File: config.mk
export PLATFORM = sky130hd
export DESIGN_NAME = speck_round_engine
export DESIGN_NICKNAME = d
export VERILOG_FILES = /design/src/rtl/speck_round_engine.sv
export SDC_FILE = /design/constraint.sdc
export NUM_CORES = 1
export LEC_CHECK = 0
export CORE_AREA = 2 2 108 110
export CTS_CLUSTER_DIAMETER = 200
export CTS_CLUSTER_SIZE = 25
export DETAILED_ROUTE_END_ITERATION = 16
export DIE_AREA = 0 0 110 112
export MAX_ROUTING_LAYER = met4
export PLACE_DENSITY_LB_ADDON = 0.15
export SLEW_MARGIN = 20
export SYNTH_ARGS = -nofsm -noshare
export SYNTH_HDL_FRONTEND = slang
export SYNTH_SLANG_ARGS = --single-unit
export TNS_END_PERCENT = 20
File: constraint.sdc
create_clock -name clk -period 7.1 [get_ports clk]
set_input_delay 0.71 -clock clk [delete_from_list [all_inputs] [get_ports clk]]
set_output_delay 0.71 -clock clk [all_outputs]
set_load 0.03 [all_outputs]
File: src/rtl/speck_round_engine.sv
// rtl/speck_round_engine.sv - iterative SPECK encrypt/decrypt round engine with stream handshakes
module speck_round_engine #(
  parameter int WORD_SIZE   = 16,
  parameter int ALPHA       = 7,
  parameter int BETA        = 2,
  parameter int ROUND_WIDTH = 6
) (
  input  logic                     clk,
  input  logic                     rst_n,
  input  logic                     mode,
  input  logic [2*WORD_SIZE-1:0]   in_data,
  input  logic [ROUND_WIDTH-1:0]   in_rounds,
  input  logic                     in_valid,
  output logic                     in_ready,
  input  logic [WORD_SIZE-1:0]     key,
  input  logic                     key_valid,
  output logic                     key_ready,
  output logic [2*WORD_SIZE-1:0]   out_data,
  output logic                     out_valid,
  input  logic                     out_ready,
  output logic [ROUND_WIDTH-1:0]   rounds_done,
  output logic [1:0]               state_response
);

  localparam int W = WORD_SIZE;

  typedef enum logic [1:0] {
    S_IDLE = 2'd0,
    S_KEY  = 2'd1,
    S_DONE = 2'd2,
    S_BAD  = 2'd3
  } state_t;

  state_t                 r_state;
  logic [W-1:0]           r_x;
  logic [W-1:0]           r_y;
  logic                   r_mode;
  logic [ROUND_WIDTH-1:0] r_remaining;
  logic [ROUND_WIDTH-1:0] r_rounds_done;
  logic [2*W-1:0]         r_out_data;
  logic                   r_out_valid;

  logic [W-1:0] w_enc_x;
  logic [W-1:0] w_enc_y;
  logic [W-1:0] w_dec_x;
  logic [W-1:0] w_dec_y;
  logic [W-1:0] w_nx;
  logic [W-1:0] w_ny;

  // Rotations by constant amounts, wrapping within one word
  function automatic logic [W-1:0] ror_w(input logic [W-1:0] v, input int amt);
    logic [2*W-1:0] t;
    t = {v, v} >> amt;
    return t[W-1:0];
  endfunction

  function automatic logic [W-1:0] rol_w(input logic [W-1:0] v, input int amt);
    logic [2*W-1:0] t;
    t = {v, v} << amt;
    return t[2*W-1:W];
  endfunction

  // One round in each direction; sums and differences wrap modulo 2^W
  always_comb begin
    w_enc_x = (ror_w(r_x, ALPHA) + r_y) ^ key;
    w_enc_y = rol_w(r_y, BETA) ^ w_enc_x;
    w_dec_y = ror_w(r_x ^ r_y, BETA);
    w_dec_x = rol_w((r_x ^ key) - w_dec_y, ALPHA);
    w_nx    = r_mode ? w_dec_x : w_enc_x;
    w_ny    = r_mode ? w_dec_y : w_enc_y;
  end

  assign in_ready       = (r_state == S_IDLE) && rst_n;
  assign key_ready      = (r_state == S_KEY);
  assign out_data       = r_out_data;
  assign out_valid      = r_out_valid;
  assign rounds_done    = r_rounds_done;
  assign state_response = r_state;

  // Control FSM: accept block, consume one key per round, hold result until taken
  always_ff @(posedge clk or negedge rst_n) begin
    if (!rst_n) begin
      r_state       <= S_IDLE;
      r_x           <= '0;
      r_y           <= '0;
      r_mode        <= 1'b0;
      r_remaining   <= '0;
      r_rounds_done <= '0;
      r_out_data    <= '0;
      r_out_valid   <= 1'b0;
    end else begin
      case (r_state)
        S_IDLE: begin
          if (in_valid) begin
            r_x           <= in_data[W-1:0];
            r_y           <= in_data[2*W-1:W];
            r_mode        <= mode;
            r_remaining   <= in_rounds;
            r_rounds_done <= '0;
            if (in_rounds == '0) begin
              r_out_data  <= in_data;
              r_out_valid <= 1'b1;
              r_state     <= S_DONE;
            end else begin
              r_state     <= S_KEY;
            end
          end
        end
        S_KEY: begin
          if (key_valid) begin
            r_x           <= w_nx;
            r_y           <= w_ny;
            r_remaining   <= r_remaining - 1'b1;
            r_rounds_done <= r_rounds_done + 1'b1;
            if (r_remaining == ROUND_WIDTH'(1)) begin
              r_out_data  <= {w_ny, w_nx};
              r_out_valid <= 1'b1;
              r_state     <= S_DONE;
            end
          end
        end
        S_DONE: begin
          if (out_ready) begin
            r_out_valid <= 1'b0;
            r_state     <= S_IDLE;
          end
        end
        default: begin
          r_out_valid <= 1'b0;
          r_state     <= S_IDLE;
        end
      endcase
    end
  end

endmodule

==> impl_results.md, run 1 <==
- Status: finished clean
- Placer Congestion: 1.00
- Unrepaired setup endpoints after global routing: no
- Crit path max fanout: 4
- Delay-heaviest family, CP: compound AO/OA/AOI/OAI gates
- Clk root buf: clkbuf_16
- Final setup fails: 0
- # H-tree levels: 3
- Post-CTS Resized: 0
- DR pass1 iterations: 5
- Endpoints failing hold: 0
- Post-route ant nets: 0
- DR vias: 5694
- Final wirelength: 19900 um
- Final Net Count: 869
- Placed Cells incl. Taps: 906
- Overall routing resource usage: 34.5%
- Worst Reg-to-Reg Cells: 11
- Synth async-reset ratio: 100%
- Slew headroom: 27.4%
- Cell area after synthesis: 5960 um2
- Gate Count Post-Synth: 687
- CP dominant cell by count: a21oi_1
- Max-slew violations: 0
- CTS tree: done
- Largest net degree at the start of global routing: 53
- CP arrival: 3.63 ns
- Setup Total Neg Slack: 0 ns
- Starting density of the core: 53.4%
- Final Non-Filler Cells: 922
- Total congestion overflow: 0
- Die area: 12300 um2
- Worst-path clk slew: 0.07 ns
- Register area share after synthesis: 33.6%
- DRT iter0 DRCs: 450
- Detailed-placement wirelength estimate: 14700 um
- Ys flop type: dfrtp_1
- Worst-margin pin slew: 1.09 ns
- Highest-count cells in the layout ignoring fill and taps: clkdlybuf4s50_1 (101), dfrtp_1 (80), nand2_1 (70), nor2_1 (68), o21ai_0 (63)
- R2R Path End: r_x[3]$_DFFE_PN0P_
- Share of cells above drive strength 1: 4.75%
- CP required: 7.28 ns
- Post-synth EDFFs: 0
- Vias/cell: 6.18
- Min Clock Period, post-route: 3.45 ns
- Hold_buf cts: 0
- Unique masters post-synth: 64
- Number of remaining DRC errors: 0
- First-pass GRT wire length: 30800 um
- Ant diodes: 0
- I/O Pins: 103
- Die height: 112 um
- Synth-to-Final Area Change: 23.7%
- Top achievable clock speed: 290 MHz
- Post-CTS setup repair buffer count: 0
- Critical Path Source Type: primary input
- Max_cap viols: 0
- Syn_nets: 782
- Final Skew: 0.00943 ns
- Row cnt: 39
- Vias in the first global route: 5692
- Area of the core: 11200 um2
- Yosys synthesis warning count: 0
- Most common cell after layout, fill and taps aside: clkdlybuf4s50_1
- Wirelength per Cell: 21.5 um
- Initial antenna violation count: 0
- Buf/Inv on CP: 2
- HP Class: primary input to async pin
- Worst R2R Setup Slack: 3.95 ns
- Seq cells post-synth: 80
- Setup crit end kind: register
- Tcrit/Tclk final: 48.6%
- Clk Latency, worst-skew pair: 0.35 ns
- CP Class: primary input to register
- Crit path cell chain: clkdlybuf4s50_1, xnor2_1, ha_1, inv_1, fa_1, a21oi_1, o211ai_1, a31oi_1, o31ai_1, xor2_1, a221oi_1, a21oi_1
- IO buf count: 102
- R2r startpoint: r_x[2]$_DFFE_PN0P_
- Final hold slack: 0.318 ns
- Longest Clk Path Bufs: 2
- Clock sinks: 80
- CP max stage cell: clkdlybuf4s50_1
- Avg Inst Size Synth: 8.68 um2
- Die X-Extent: 110 um
- TritonCTS Buffers: 9
- Worst stage delay on the critical path: 0.51 ns
## cells by family (layout without fill, tap and decap cells)
group                    count (synthesis)  after routing  share of synthesized area (%)
adder cells (fa/ha/maj)                 35             35                           7.60
multiplexers                             8              8                           1.38
flip-flops                              80             80                           33.6
AO/OA/AOI/OAI                          227            227                           24.8
XOR/XNOR                                92             92                           14.8
buffers and inverters                   46            138                           3.15
AND/OR/NAND/NOR                        199            199                           14.8
## cell usage after synthesis (3+ instances only)
cell type | instances | area [um2]
a211oi_1 | 10 | 75.1
a21o_1 | 9 | 67.6
a21oi_1 | 56 | 280
a22o_1 | 4 | 35.0
a311oi_1 | 3 | 26.3
a31oi_1 | 9 | 56.3
and2_1 | 9 | 56.3
and3_1 | 8 | 50.1
buf_2 | 4 | 20.0
clkbuf_1 | 26 | 97.6
dfrtp_1 | 80 | 2000
ha_1 | 33 | 413
inv_1 | 13 | 48.8
mux2i_1 | 6 | 60.1
nand2_1 | 70 | 263
nand2b_1 | 4 | 25.0
nand3_1 | 8 | 40.0
nand4_1 | 5 | 31.3
nor2_1 | 69 | 259
nor2b_1 | 4 | 25.0
nor3_1 | 10 | 50.1
o211ai_1 | 7 | 52.6
o21a_1 | 8 | 60.1
o21ai_0 | 63 | 315
o22ai_1 | 7 | 43.8
o31ai_1 | 17 | 128
or2_2 | 4 | 25.0
xnor2_1 | 52 | 455
xor2_1 | 35 | 307
xor3_1 | 4 | 95.1
## worst register-to-register path, stage by stage (launching register included)
cell      delay, ns
dfrtp_1        0.46
xor2_1         0.23
ha_1           0.22
inv_1          0.06
fa_1           0.39
a21oi_1        0.26
o211ai_1       0.13
a31oi_1        0.46
o31ai_1        0.14
xor2_1         0.16
a221oi_1       0.34
a21oi_1        0.14
## flip-flops by register name, indices dropped and copies added (netlist names)
register	count
out_data	32
r_mode	1
out_valid	1
rounds_done	6
state_response	2
r_remaining	6
r_y	16
r_x	16
## worst max-delay path by stage
stage / from / endpoint / slack (ns) / cells after the start
global route: key[0] / r_x[3]$_DFFE_PN0P_ / 3.50 / 12
finish: key[0] / r_x[3]$_DFFE_PN0P_ / 3.65 / 12
floorplan: key[0] / r_x[3]$_DFFE_PN0P_ / 4.30 / 11
CTS: key[0] / r_x[3]$_DFFE_PN0P_ / 3.67 / 12
global placement: key[0] / r_x[3]$_DFFE_PN0P_ / 3.39 / 12
detailed placement: key[0] / r_x[3]$_DFFE_PN0P_ / 3.31 / 12
## stage by stage
stage	util (%)	area [um2]	setup WS (ns)
after floorplan	-	5960	4.30
after global placement	63.3	7070	3.39
after detailed placement	63.3	7070	3.31
after CTS	66.0	7380	3.67
after global routing	66.0	7380	3.50
final	66.0	7380	3.65
## final cells by class
class	count	area (um2)
clock inverter	7	78.8
tap	143	179
inverter	14	52.6
sequential	80	2000
timing repair buffer	108	1060
clock buffer	9	225
multi-input combinational	561	3780
fill	943	3800
## per-layer routing
| layer | GRT usage (%) | routed length [um] | vias up |
|---|---|---|---|
| met5 | - | 0 | - |
| met4 | 13.8 | 681 | 0 |
| met3 | 4.80 | 1390 | 51 |
| met2 | 56.0 | 9710 | 279 |
| met1 | 43.0 | 8090 | 2722 |
| li1 | - | - | 2642 |
Power of run 1 is not shown: default switching activity piles up to over one toggle a cycle in this logic, so the estimate is an artifact.
==> run 2: changes to the inputs <==
--- a/config.mk
+++ b/config.mk
@@ -5,11 +5,11 @@
 export SDC_FILE = /design/constraint.sdc
 export NUM_CORES = 1
 export LEC_CHECK = 0
-export CORE_AREA = 2 2 108 110
+export CORE_AREA = 2 2 114 116
 export CTS_CLUSTER_DIAMETER = 200
 export CTS_CLUSTER_SIZE = 25
 export DETAILED_ROUTE_END_ITERATION = 16
-export DIE_AREA = 0 0 110 112
+export DIE_AREA = 0 0 116 118
 export MAX_ROUTING_LAYER = met4
 export PLACE_DENSITY_LB_ADDON = 0.15
 export SLEW_MARGIN = 20
==> constraint.sdc (replaced) <==
create_clock -name clk -period 3 [get_ports clk]
set_input_delay 0.3 -clock clk [delete_from_list [all_inputs] [get_ports clk]]
set_output_delay 0.3 -clock clk [all_outputs]
set_load 0.03 [all_outputs]
==> run 2 against run 1 <==
First-iteration DRC count shrank 1.6%. Critical path type is now register to register. Utilization shrank 3.3 points. Largest cell class unchanged. Sequential share of layout area shrank 1.4 points.
==> impl_results.md, run 2 (synthesis results as in run 1) <==
- Post-route ant nets: 0
- Worst-margin pin slew: 0.739 ns
- Final Skew: 0.00695 ns
- CTS tree: done
- Endpoints failing hold: 0
- Top achievable clock speed: 348 MHz
- CP max stage cell: dfrtp_1
- CP required: 3.23 ns
- Share of cells above drive strength 1: 10.9%
- Max-slew violations: 0
- Max_cap viols: 0
- Row cnt: 41
- Vias/cell: 5.87
- Crit path max fanout: 6
- Detailed-placement wirelength estimate: 15900 um
- Clk root buf: clkbuf_16
- Final Net Count: 910
- Critical Path Source Type: register
- CP arrival: 3.11 ns
- Vias in the first global route: 5946
- IO buf count: 102
- First-pass GRT wire length: 32500 um
- HP Class: primary input to async pin
- # H-tree levels: 3
- Die height: 118 um
- Setup crit end kind: register
- Die X-Extent: 116 um
- Overall routing resource usage: 32.3%
- Die area: 13700 um2
- Setup Total Neg Slack: 0 ns
- Worst-path clk slew: 0.07 ns
- Final setup fails: 0
- TritonCTS Buffers: 9
- Slew headroom: 50.5%
- DR vias: 5821
- Final hold slack: 0.0668 ns
- Area of the core: 12400 um2
- DR pass1 iterations: 5
- Status: finished clean
- # fillers: 1123
- Delay-heaviest family, CP: compound AO/OA/AOI/OAI gates
- Highest-count cells in the layout ignoring fill and taps: clkdlybuf4s50_1 (100), dfrtp_1 (79), nand2_1 (70), nor2_1 (68), o21ai_0 (61)
- CP Class: register to register
- Starting density of the core: 48.0%
- Wirelength per Cell: 20.8 um
- Clock sinks: 80
- Min Clock Period, post-route: 2.88 ns
- Placer Congestion: 0.980
- Post-CTS setup repair buffer count: 0
- Initial antenna violation count: 0
- I/O Pins: 103
- Buf/Inv on CP: 1
- Unrepaired setup endpoints after global routing: yes
- Tcrit/Tclk final: 95.9%
- Number of remaining DRC errors: 0
- DRT iter0 DRCs: 443
- Clk Latency, worst-skew pair: 0.35 ns
- Synth-to-Final Area Change: 30.5%
- Most common cell after layout, fill and taps aside: clkdlybuf4s50_1
- Longest Clk Path Bufs: 2
- Final wirelength: 20600 um
- Ant diodes: 0
- Crit path cell chain: buf_4, xnor2_1, ha_1, and3_1, nand3_1, a211oi_1, a21oi_1, mux2_2, o211ai_1, a22o_1
- Total congestion overflow: 0
- Worst stage delay on the critical path: 0.45 ns
- Largest net degree at the start of global routing: 52
- Largest register FFs: 32
## run 2: changes by cell type in the layout (fill, tap and decap cells not counted), sizes merged
cell           previous run  this run
clkdlybuf4s50           101       100
inv                      15        16
buf                       7        49
clkinvlp                  2         1
## run 2: layout make-up
type	count	area [um2]	area share, %
Inverter	14	52.6	0.675
Sequential cell	80	2000	25.7
Timing Repair Buffer	149	1370	17.6
Clock buffer	9	225	2.89
Clock inverter	7	88.8	1.14
Multi-Input combinational cell	561	3830	49.2
Tap cell	172	215	2.76
## run 2: worst paths after layout
kind	endpoint	cells past startpoint	slack [ns]	start
max	out_data[6]$_DFFE_PN0P_	10	0.12	r_x[13]$_DFFE_PN0P_
min	out_data[9]$_DFFE_PN0P_	2	0.07	rst_n
max reg2reg	out_data[6]$_DFFE_PN0P_	10	0.12	r_x[13]$_DFFE_PN0P_
min in group clk	out_data[10]$_DFFE_PN0P_	2	0.48	out_data[10]$_DFFE_PN0P_
max in group asynchronous	r_x[7]$_DFFE_PN0P_	3	1.94	rst_n
min reg2reg	out_data[10]$_DFFE_PN0P_	2	0.48	out_data[10]$_DFFE_PN0P_
## run 2: what timing repair did
item	CTS	global route
hold buffers	0	0
gates resized for setup	0	13
endpoints found under the setup margin	0	26
## run 2: routing by layer
metal | vias up | share of wire (%) | track usage [%]
li1 | 2720 | - | -
met1 | 2833 | 42 | 39.9
met2 | 215 | 48 | 51.2
met3 | 53 | 5.4 | 5.30
met4 | 0 | 4.8 | 15.3
met5 | - | 0 | -
## run 2: stage by stage
| step | utilization, % | cell area, um2 | std cells | worst slack [ns] |
|---|---|---|---|---|
| detailed placement | 59.7 | 7410 | 976 | -0.196 |
| finish | 62.7 | 7780 | 992 | 0.124 |
| floorplan | - | 5960 | 687 | 0.435 |
| CTS | 62.3 | 7730 | 992 | 0.0618 |
| global placement | 59.7 | 7410 | 976 | -0.174 |
| global route | 62.7 | 7780 | 992 | -0.00384 |
Power of run 2 is left out for the same reason.
==> run 3: changes to the inputs <==
--- a/config.mk
+++ b/config.mk
@@ -11,7 +11,7 @@
 export DETAILED_ROUTE_END_ITERATION = 16
 export DIE_AREA = 0 0 116 118
 export MAX_ROUTING_LAYER = met4
-export PLACE_DENSITY_LB_ADDON = 0.15
+export PLACE_DENSITY = 0.83
 export SLEW_MARGIN = 20
 export SYNTH_ARGS = -nofsm -noshare
 export SYNTH_HDL_FRONTEND = slang
==> run 3 against run 2 <==
Register-to-register slack better by 0.04 ns. Sequential cell count did not move. Highest routed layer unchanged. Non-clock buffer count is 5 lower. Utilization decreased by 0.52 points. Global-route usage down 3.4 points. First-iteration DRC count rose by 4.5%. Setup slack better by 0.043 ns. Die area unchanged. Clock skew rose by 0.0012 ns. Sequential share of layout area is 0.20 points higher. Via count is 2.2% lower. Hold slack is essentially flat.
==> impl_results.md, run 3 (synthesis results as in run 1) <==
- Total congestion overflow: 0
- Final Skew: 0.00813 ns
- Synth-to-Final Area Change: 29.4%
- Tcrit/Tclk final: 94.4%
- CP Class: register to register
- Most common cell after layout, fill and taps aside: clkdlybuf4s50_1
- CP arrival: 3.10 ns
- Unrepaired setup endpoints after global routing: no
- Final hold slack: 0.0666 ns
- IO buf count: 102
- R2r startpoint: r_y[5]$_DFFE_PN0P_
- Die height: 118 um
- Worst Reg-to-Reg Cells: 9
- First-pass GRT wire length: 29300 um
- # fillers: 1067
- Die X-Extent: 116 um
- Worst-margin pin slew: 0.696 ns
- Vias in the first global route: 5387
- DR pass1 iterations: 5
- Starting density of the core: 48.0%
- DRT iter0 DRCs: 463
- CP required: 3.26 ns
- Post-route ant nets: 0
- Cell area after layout: 7720 um2
- CTS tree: done
- Final setup fails: 0
- Detailed-placement wirelength estimate: 14200 um
- Ant diodes: 0
- Overall routing resource usage: 28.9%
- Clock sinks: 80
- R2R Path End: out_data[2]$_DFFE_PN0P_
- Wirelength per Cell: 19.1 um
- Largest register FFs: 32
- TritonCTS Buffers: 9
- Final Net Count: 905
- Worst-path clk slew: 0.07 ns
- Clk Latency, worst-skew pair: 0.36 ns
- Buf/Inv on CP: 0
- Max-slew violations: 0
- Share of cells above drive strength 1: 9.45%
- Area of the core: 12400 um2
- # H-tree levels: 3
- Initial antenna violation count: 0
- Endpoints failing hold: 0
- DR vias: 5691
- Max_cap viols: 0
- Highest-count cells in the layout ignoring fill and taps: clkdlybuf4s50_1 (100), dfrtp_1 (80), nand2_1 (70), nor2_1 (68), o21ai_0 (63)
- Status: finished clean
- Top achievable clock speed: 353 MHz
- Die area: 13700 um2
- Worst stage delay on the critical path: 0.47 ns
- Slew headroom: 53.3%
- Setup crit end kind: register
- Vias/cell: 5.77
- Critical Path Source Type: register
- Post-Place Cell Area: 7380 um2
- Crit path max fanout: 4
- Min Clock Period, post-route: 2.83 ns
- Post-CTS setup repair buffer count: 0
- Crit path cell chain: xnor2_1, ha_1, a21o_1, a211oi_1, a21oi_1, a311oi_1, xnor2_1, a211oi_2, o31ai_1
- Setup Total Neg Slack: 0 ns
- Largest net degree at the start of global routing: 52
- Final wirelength: 18800 um
- Number of remaining DRC errors: 0
- Longest Clk Path Bufs: 2
- Delay-heaviest family, CP: compound AO/OA/AOI/OAI gates
- I/O Pins: 103
- CP dominant cell by count: xnor2_1
- Placer Congestion: 1.03
- CP max stage cell: dfrtp_1
- Worst R2R Setup Slack: 0.17 ns
- Clk root buf: clkbuf_16
- HP Class: primary input to async pin
- Row cnt: 41
## run 3: cell types whose count changed in the layout (fill, tap and decap cells not counted), sizes merged
cell,delta
buf,-5
inv,+1
clkinvlp,-1
## run 3: worst register-to-register path: cells and delay by family, from the launching register on
family,cells,cell delay [ns]
flip-flops,1,0.47
XOR/XNOR,2,0.48
adder cells (fa/ha/maj),1,0.28
AO/OA/AOI/OAI,6,1.51
## run 3: area by class of cell
class                           instances  area [um2]  area share [%]
Timing Repair Buffer                  144        1330            17.2
Clock inverter                          7        85.1            1.10
Tap cell                              172         215            2.79
Sequential cell                        80        2000            25.9
Multi-Input combinational cell        561        3810            49.3
Inverter                               14        52.6           0.681
Clock buffer                            9         225            2.92
## run 3: how the worst max path moves through the flow
stage / startpoint / cells after the start / end / slack, ns
after detailed placement: key[0] / 13 / r_x[3]$_DFFE_PN0P_ / -0.06
after CTS: r_x[8]$_DFFE_PN0P_ / 9 / out_data[2]$_DFFE_PN0P_ / 0.13
final: r_y[5]$_DFFE_PN0P_ / 9 / out_data[2]$_DFFE_PN0P_ / 0.17
after global routing: r_x[2]$_DFFE_PN0P_ / 12 / r_x[3]$_DFFE_PN0P_ / 0.002
after floorplan: r_y[2]$_DFFE_PN0P_ / 11 / r_x[3]$_DFFE_PN0P_ / 0.43
after global placement: key[0] / 13 / r_x[3]$_DFFE_PN0P_ / -0.01
## run 3: what timing repair did
action,in CTS,in global routing
resized for setup,0,4
setup endpoints to repair,0,5
hold buffers,0,0
## run 3: per-stage QoR
stage,worst slack [ns],utilization (%),cells
5_1_grt,0.00181,62.2,987
3_5_place_dp,-0.0575,59.4,971
6_report,0.168,62.2,987
3_3_place_gp,-0.0126,59.4,971
2_1_floorplan,0.435,-,687
4_1_cts,0.134,61.9,987
## run 3: layer usage
metal	vias to the layer above	track usage, %	wire length (um)
met2	225	44.6	8820
met5	-	-	0
met3	42	6.23	1340
met4	0	10.1	633
met1	2702	37.5	8030
li1	2722	-	-
Power of run 3 is left out for the same reason.
